==> config.mk <==
export PLATFORM = sky130hd
export DESIGN_NAME = multicycle_control_unit
export DESIGN_NICKNAME = d
export VERILOG_FILES = /design/src/rtl/multicycle_control_unit.sv
export SDC_FILE = /design/constraint.sdc
export NUM_CORES = 1
export LEC_CHECK = 0
export BUFFER_PORTS_ARGS = -buffer_cell sky130_fd_sc_hd__buf_2
export CELL_PAD_IN_SITES_DETAIL_PLACEMENT = 1
export CELL_PAD_IN_SITES_GLOBAL_PLACEMENT = 2
export CORE_ASPECT_RATIO = 0.9
export CORE_MARGIN = 1.5
export CORE_UTILIZATION = 26
export CTS_BUF_LIST = sky130_fd_sc_hd__clkbuf_4 sky130_fd_sc_hd__clkbuf_8 sky130_fd_sc_hd__clkbuf_16
export DETAILED_ROUTE_END_ITERATION = 10
export PLACE_DENSITY = 0.84
export REMOVE_ABC_BUFFERS = 1
export SYNTH_ARGS = -nofsm -noshare
export SYNTH_HDL_FRONTEND = slang
export SYNTH_SLANG_ARGS = --single-unit
==> constraint.sdc <==
create_clock -name clk -period 1.6 [get_ports clk]
set_clock_uncertainty 0.15 [all_clocks]
set_input_delay 0.32 -clock clk [delete_from_list [all_inputs] [get_ports clk]]
set_output_delay 0.32 -clock clk [all_outputs]
set_load 0.1 [all_outputs]
==> src/rtl/multicycle_control_unit.sv <==
// Multicycle control unit: sequences FETCH/DECODE/EXEC/MEM/WB per instruction,
// stalls on mem_ready, flags illegal encodings and aborts hung memory accesses.
module multicycle_control_unit #(
  parameter int unsigned OPCODE_W = 4,
  parameter int unsigned FUNC_W   = 3,
  parameter int unsigned MAX_WAIT = 16
) (
  input  logic                clk,
  input  logic                rst,
  input  logic [OPCODE_W-1:0] opcode,
  input  logic [FUNC_W-1:0]   func,
  input  logic                zero,
  input  logic                mem_ready,
  output logic                mem_read,
  output logic                mem_write,
  output logic                ir_write,
  output logic                pc_write,
  output logic [1:0]          pc_src,
  output logic                reg_write,
  output logic                reg_dst,
  output logic                alusrc,
  output logic [2:0]          alufn,
  output logic                mem_to_reg,
  output logic                illegal_op,
  output logic                timeout_err
);

  // Counter only needs to reach MAX_WAIT-1; with MAX_WAIT==0 it simply wraps.
  localparam int unsigned CNT_W = (MAX_WAIT > 2) ? $clog2(MAX_WAIT) : 1;

  localparam logic [3:0] OP_R    = 4'd0;
  localparam logic [3:0] OP_JMP  = 4'd2;
  localparam logic [3:0] OP_ADDI = 4'd4;
  localparam logic [3:0] OP_BEQ  = 4'd8;
  localparam logic [3:0] OP_LW   = 4'd11;
  localparam logic [3:0] OP_SW   = 4'd15;

  typedef enum logic [2:0] {
    FETCH,
    DECODE,
    EXEC,
    MEM,
    WB
  } state_t;

  typedef struct packed {
    logic       legal;
    logic       is_r;
    logic       is_addi;
    logic       is_jmp;
    logic       is_beq;
    logic       is_lw;
    logic       is_sw;
    logic       reg_dst;
    logic       alusrc;
    logic       mem_to_reg;
    logic [2:0] alufn;
  } dec_t;

  // Full decode of one instruction; anything not matched stays illegal (all zero).
  function automatic dec_t decode_op(input logic [OPCODE_W-1:0] op,
                                     input logic [FUNC_W-1:0]   fn);
    dec_t d;
    d = '0;
    if (op == OPCODE_W'(OP_R)) begin
      if (fn[FUNC_W-1:2] == '0) begin
        d.legal      = 1'b1;
        d.is_r       = 1'b1;
        d.reg_dst    = 1'b1;
        d.alusrc     = 1'b0;
        d.mem_to_reg = 1'b1;
        d.alufn      = {1'b0, fn[1:0]};
      end
    end else if (op == OPCODE_W'(OP_ADDI)) begin
      d.legal      = 1'b1;
      d.is_addi    = 1'b1;
      d.alusrc     = 1'b1;
      d.mem_to_reg = 1'b1;
      d.alufn      = 3'b100;
    end else if (op == OPCODE_W'(OP_JMP)) begin
      d.legal  = 1'b1;
      d.is_jmp = 1'b1;
    end else if (op == OPCODE_W'(OP_BEQ)) begin
      d.legal  = 1'b1;
      d.is_beq = 1'b1;
      d.alusrc = 1'b1;
      d.alufn  = 3'b111;
    end else if (op == OPCODE_W'(OP_LW)) begin
      d.legal  = 1'b1;
      d.is_lw  = 1'b1;
      d.alusrc = 1'b1;
      d.alufn  = 3'b101;
    end else if (op == OPCODE_W'(OP_SW)) begin
      d.legal  = 1'b1;
      d.is_sw  = 1'b1;
      d.alusrc = 1'b1;
      d.alufn  = 3'b110;
    end
    return d;
  endfunction

  state_t              state_q, state_d;
  logic [OPCODE_W-1:0] op_q;
  logic [FUNC_W-1:0]   func_q;
  logic [CNT_W-1:0]    cnt_q, cnt_d;
  logic                at_limit;
  dec_t                dec;

  // Decode the live IR fields in DECODE (op_q is not yet loaded), latched ones afterwards.
  always_comb begin
    if (state_q == DECODE) begin
      dec = decode_op(opcode, func);
    end else begin
      dec = decode_op(op_q, func_q);
    end
  end

  // Stall limit reached on this cycle (never when MAX_WAIT is 0).
  always_comb begin
    at_limit = (MAX_WAIT != 0) && (cnt_q == CNT_W'(MAX_WAIT - 1));
  end

  // State, wait counter and latched instruction fields.
  always_ff @(posedge clk) begin
    if (rst) begin
      state_q <= FETCH;
      cnt_q   <= '0;
      op_q    <= '0;
      func_q  <= '0;
    end else begin
      state_q <= state_d;
      cnt_q   <= cnt_d;
      if (state_q == DECODE) begin
        op_q   <= opcode;
        func_q <= func;
      end
    end
  end

  // Next-state and control outputs from state and decoded instruction.
  always_comb begin
    state_d     = state_q;
    cnt_d       = '0;
    mem_read    = 1'b0;
    mem_write   = 1'b0;
    ir_write    = 1'b0;
    pc_write    = 1'b0;
    pc_src      = 2'b00;
    reg_write   = 1'b0;
    reg_dst     = 1'b0;
    alusrc      = 1'b0;
    alufn       = 3'b000;
    mem_to_reg  = 1'b0;
    illegal_op  = 1'b0;
    timeout_err = 1'b0;

    if (state_q != FETCH) begin
      reg_dst    = dec.reg_dst;
      alusrc     = dec.alusrc;
      alufn      = dec.alufn;
      mem_to_reg = dec.mem_to_reg;
    end

    unique case (state_q)
      FETCH: begin
        mem_read = 1'b1;
        if (mem_ready) begin
          ir_write = 1'b1;
          pc_write = 1'b1;
          pc_src   = 2'b00;
          state_d  = DECODE;
        end else if (at_limit) begin
          timeout_err = 1'b1;
          state_d     = FETCH;
        end else begin
          cnt_d = cnt_q + 1'b1;
        end
      end

      DECODE: begin
        if (dec.legal) begin
          state_d = EXEC;
        end else begin
          illegal_op = 1'b1;
          state_d    = FETCH;
        end
      end

      EXEC: begin
        if (dec.is_r || dec.is_addi) begin
          state_d = WB;
        end else if (dec.is_lw || dec.is_sw) begin
          state_d = MEM;
        end else if (dec.is_beq) begin
          pc_write = zero;
          pc_src   = 2'b01;
          state_d  = FETCH;
        end else begin
          pc_write = dec.is_jmp;
          pc_src   = dec.is_jmp ? 2'b10 : 2'b00;
          state_d  = FETCH;
        end
      end

      MEM: begin
        mem_read  = dec.is_lw;
        mem_write = dec.is_sw;
        if (mem_ready) begin
          state_d = dec.is_lw ? WB : FETCH;
        end else if (at_limit) begin
          timeout_err = 1'b1;
          state_d     = FETCH;
        end else begin
          cnt_d = cnt_q + 1'b1;
        end
      end

      WB: begin
        reg_write = 1'b1;
        state_d   = FETCH;
      end

      default: begin
        state_d = FETCH;
      end
    endcase

    // Nothing leaves the block while reset is asserted.
    if (rst) begin
      mem_read    = 1'b0;
      mem_write   = 1'b0;
      ir_write    = 1'b0;
      pc_write    = 1'b0;
      pc_src      = 2'b00;
      reg_write   = 1'b0;
      reg_dst     = 1'b0;
      alusrc      = 1'b0;
      alufn       = 3'b000;
      mem_to_reg  = 1'b0;
      illegal_op  = 1'b0;
      timeout_err = 1'b0;
    end
  end

endmodule

==> metrics.log <==
INFO  metric outcome = finished with violations
INFO  metric failed_checks = setup timing
INFO  metric synth_ff_type = sky130_fd_sc_hd__dfxtp_1
INFO  metric timing.critical_path.cells = buf_6, nor3b_4, and3_4, buf_4, nor2_2, nor4_2, buf_4, buf_12
INFO  metric tritoncts = built
INFO  metric number_of_flops_mapped_to_enable_cells_by_yosys = 0
INFO  metric final-max-slew-violation-count = 0
INFO  metric hold_start = func[1]
INFO  metric global_route.overflow_total = 0
INFO  metric max_slew_margin = 68.6%
INFO  metric rr_startpoint = op_q[1]$_SDFFE_PP0P_
INFO  metric fin_area = 2200 sq um
INFO  metric syn-instance-count = 141
INFO  metric fin_hold_ws = 202 ps
INFO  metric drtIter0Drc = 72
INFO  metric synth_top_cell_area_share = 26.5%
INFO  metric initial_utilization = 27.8%
INFO  metric drt-total-wl = 5170 microns
INFO  metric crit_required = 1130 ps
INFO  metric io_pins = 26
INFO  metric n_fill_cell = 421
INFO  metric async_reset_ff_share = 0%
INFO  metric clk_pin_slew_worst_paths = 50 ps
INFO  metric grt_first_pass_wirelength = 7820 microns
INFO  metric root_buffer_master = sky130_fd_sc_hd__clkbuf_8
INFO  metric timing.critical_path.slowest_cell_delay = 330 ps
INFO  metric clkSinkCount = 14
INFO  metric critical_path.slowest_cell = sky130_fd_sc_hd__dfxtp_2
INFO  metric maximum_number_of_pins_on_one_net_before_global_route_repair = 9
INFO  metric timing.critical_path.arrival = 1840 ps
INFO  metric hp-class = primary input to flip-flop
INFO  metric worst_path_dominant_cell_family = simple AND/OR/NAND/NOR gates
INFO  metric worstSetupStartpoint = state_q[1]$_SDFF_PP0_
INFO  metric path_max_fanout = 4
INFO  metric multi_input_comb_area = 946 sq um
INFO  metric synthDistinctLibCells = 40
INFO  metric hpwlAfterDp = 3220 microns
INFO  metric worst_skew_pair_latency = 240 ps
INFO  metric fin_total_pwr = 1.22 mW
INFO  metric final.min_clock_period = 2310 ps
INFO  metric p_leak = 0.892 nW
INFO  metric synth_sequential_area_ratio = 26.5%
INFO  metric portBuffers = 25
INFO  metric mappedNetlistArea = 1060 sq um
INFO  metric synth_common_cells = sky130_fd_sc_hd__nand2_1 (20), sky130_fd_sc_hd__a21oi_1 (15), sky130_fd_sc_hd__dfxtp_1 (14)
INFO  metric post_route_cells_drive_above_1_share = 65.9%
INFO  metric rows = 21
INFO  metric power.density = 552 nW/um^2
INFO  metric num_antenna_cells = 0
INFO  metric critical_path_class = flip-flop to output pin
INFO  metric finalWeightedCongestion = 0.854
INFO  metric core = 3810 sq um
INFO  metric synthMostInstantiatedCell = sky130_fd_sc_hd__nand2_1
INFO  metric synth.largest_area_cell = sky130_fd_sc_hd__dfxtp_1
INFO  metric finalHoldViolCount = 0
INFO  metric cts_htree_levels = 1
INFO  metric timing.critical_path.to_type = output pin
INFO  metric cts_inserted_buffers = 3
INFO  metric antenna_found_initial = 0
INFO  metric layout.nets = 231
INFO  metric route.detailed.wl_per_inst = 19.6 microns
INFO  metric drt_pass1_iterations = 4
INFO  metric total_routing_usage_reported_by_global_routing = 22.8%
INFO  metric max_slew.worst_pin.slew = 468 ps
INFO  metric fp.dieH = 63.5 microns
INFO  metric maximum_operating_frequency = 433 MHz
INFO  metric max_capacitance_violation_count = 0
INFO  metric ys_top_cells_by_area = sky130_fd_sc_hd__dfxtp_1 (27%), sky130_fd_sc_hd__a21oi_1 (7.1%), sky130_fd_sc_hd__nand2_1 (7.1%), sky130_fd_sc_hd__nor2_1 (4.6%), sky130_fd_sc_hd__nor3_1 (4.3%)
INFO  metric critical_path.startpoint_type = flip-flop
INFO  metric antenna_violating_nets_post_route = 0
INFO  metric layout.area.seq = 290 sq um
INFO  metric grt_pass1_vias = 1501
INFO  metric postPlaceCellArea = 1760 sq um
INFO  metric detail_route.drc_violations = 0
INFO  metric crit_top_cell = sky130_fd_sc_hd__buf_4
INFO  metric grt_setup_unrepaired = true
INFO  metric vias_per_cell = 5.17
INFO  metric cts_max_path_buffers = 2
INFO  metric min_period_over_period = 144%
INFO  metric width_of_the_chip = 70.2 microns
INFO  metric timing.final.ws_setup = -708 ps
INFO  metric irDropWorstVdd = 0.349 mV
INFO  metric ys.warnings.count = 0
INFO  metric design.die.area = 4460 sq um
INFO  metric avgSynthCellArea = 7.50 sq um
INFO  metric area_growth = 108%
INFO  metric worstPathBufferInverterCount = 4
INFO  metric setup_violations = 17
INFO  metric postSynthRegisterBits = 14
INFO  metric vias = 1360
==> cell type report <==
class                           count  share of cell area (%)
Multi-Input combinational cell    110                    42.9
Timing Repair Buffer               84                    38.4
Clock buffer                        3                    1.87
Inverter                            6                    1.02
Tap cell                           46                    2.61
Sequential cell                    14                    13.2
==> routing by layer <==
metal	GRT usage, %	routed length, microns	part of all wire [%]
met2	42.6	2730	53
met4	7.93	106	2.1
met1	25.6	2170	42
met3	4.16	157	3.0
met5	0	0	0
==> placed cells by master (no fill, tap or decap), types with 4 or more instances in the layout <==
master,n
sky130_fd_sc_hd__a21oi_1,8
sky130_fd_sc_hd__a21oi_2,6
sky130_fd_sc_hd__buf_12,15
sky130_fd_sc_hd__buf_2,10
sky130_fd_sc_hd__buf_4,45
sky130_fd_sc_hd__buf_6,14
sky130_fd_sc_hd__dfxtp_1,8
sky130_fd_sc_hd__dfxtp_2,5
sky130_fd_sc_hd__inv_1,5
sky130_fd_sc_hd__nand2_1,17
sky130_fd_sc_hd__nor2_1,6
sky130_fd_sc_hd__nor2_2,4
sky130_fd_sc_hd__nor3_2,4
==> through the flow <==
stage                     std cells  setup WS (ps)  utilization (%)  TNS, ps
final                           263           -708             57.8    -8500
after detailed placement        250           -517             46.1    -5980
after CTS                       260           -658             53.9    -7970
after floorplan                 130          -2960                -   -28090
after global placement          250           -502             46.1    -5250
after global routing            263           -781             57.8    -9560
==> power by group <==
group | total (mW) | leakage [nW] | internal (mW) | switching, mW
registers | 0.378 | 0.117 | 0.363 | 0.0143
logic | 0.564 | 0.754 | 0.245 | 0.319
clock network | 0.275 | 0.0216 | 0.166 | 0.109
==> sequential cells by signal, indices dropped and copies added, names as in the netlist <==
register,cells
cnt_q,4
state_q,3
func_q,3
op_q,4
==> logic make-up (layout without fill, tap and decap cells) <==
family,count (synthesis),after routing,share of synthesized area (%)
XOR/XNOR,5,5,4.14
AO/OA/AOI/OAI,33,33,22.6
flip-flops,14,14,26.5
buffers and inverters,17,93,9.47
AND/OR/NAND/NOR,71,71,36.1
adder cells (fa/ha/maj),1,1,1.18
==> path summary, 6_finish.rpt <==
| path | end | depth (start not counted) | slack, ps |
|---|---|---|---|
| setup / recovery | pc_src[0] | 8 | -710 |
| hold / removal | func_q[1]$_SDFFE_PP0P_ | 3 | 200 |
| setup reg to reg | state_q[1]$_SDFF_PP0_ | 7 | -120 |
| hold reg to reg | func_q[0]$_SDFFE_PP0P_ | 2 | 310 |
==> worst reg2reg max path: stages, from the launching register on <==
cell	delay (ps)
sky130_fd_sc_hd__dfxtp_2	350
sky130_fd_sc_hd__buf_6	120
sky130_fd_sc_hd__and3_4	210
sky130_fd_sc_hd__buf_6	120
sky130_fd_sc_hd__buf_6	90
sky130_fd_sc_hd__a22oi_2	70
sky130_fd_sc_hd__or3b_4	400
sky130_fd_sc_hd__a21oi_4	140
==> what timing repair did <==
action | 4_1_cts | 5_1_grt
hold buffers | 0 | 0
endpoints found under the setup margin | 20 | 24
buffers inserted | 7 | 5
hold endpoints to repair | 0 | 0
pin swaps | 17 | 13
gates resized for setup | 50 | 26
No activity file was read; power rests on OpenSTA's default activity.
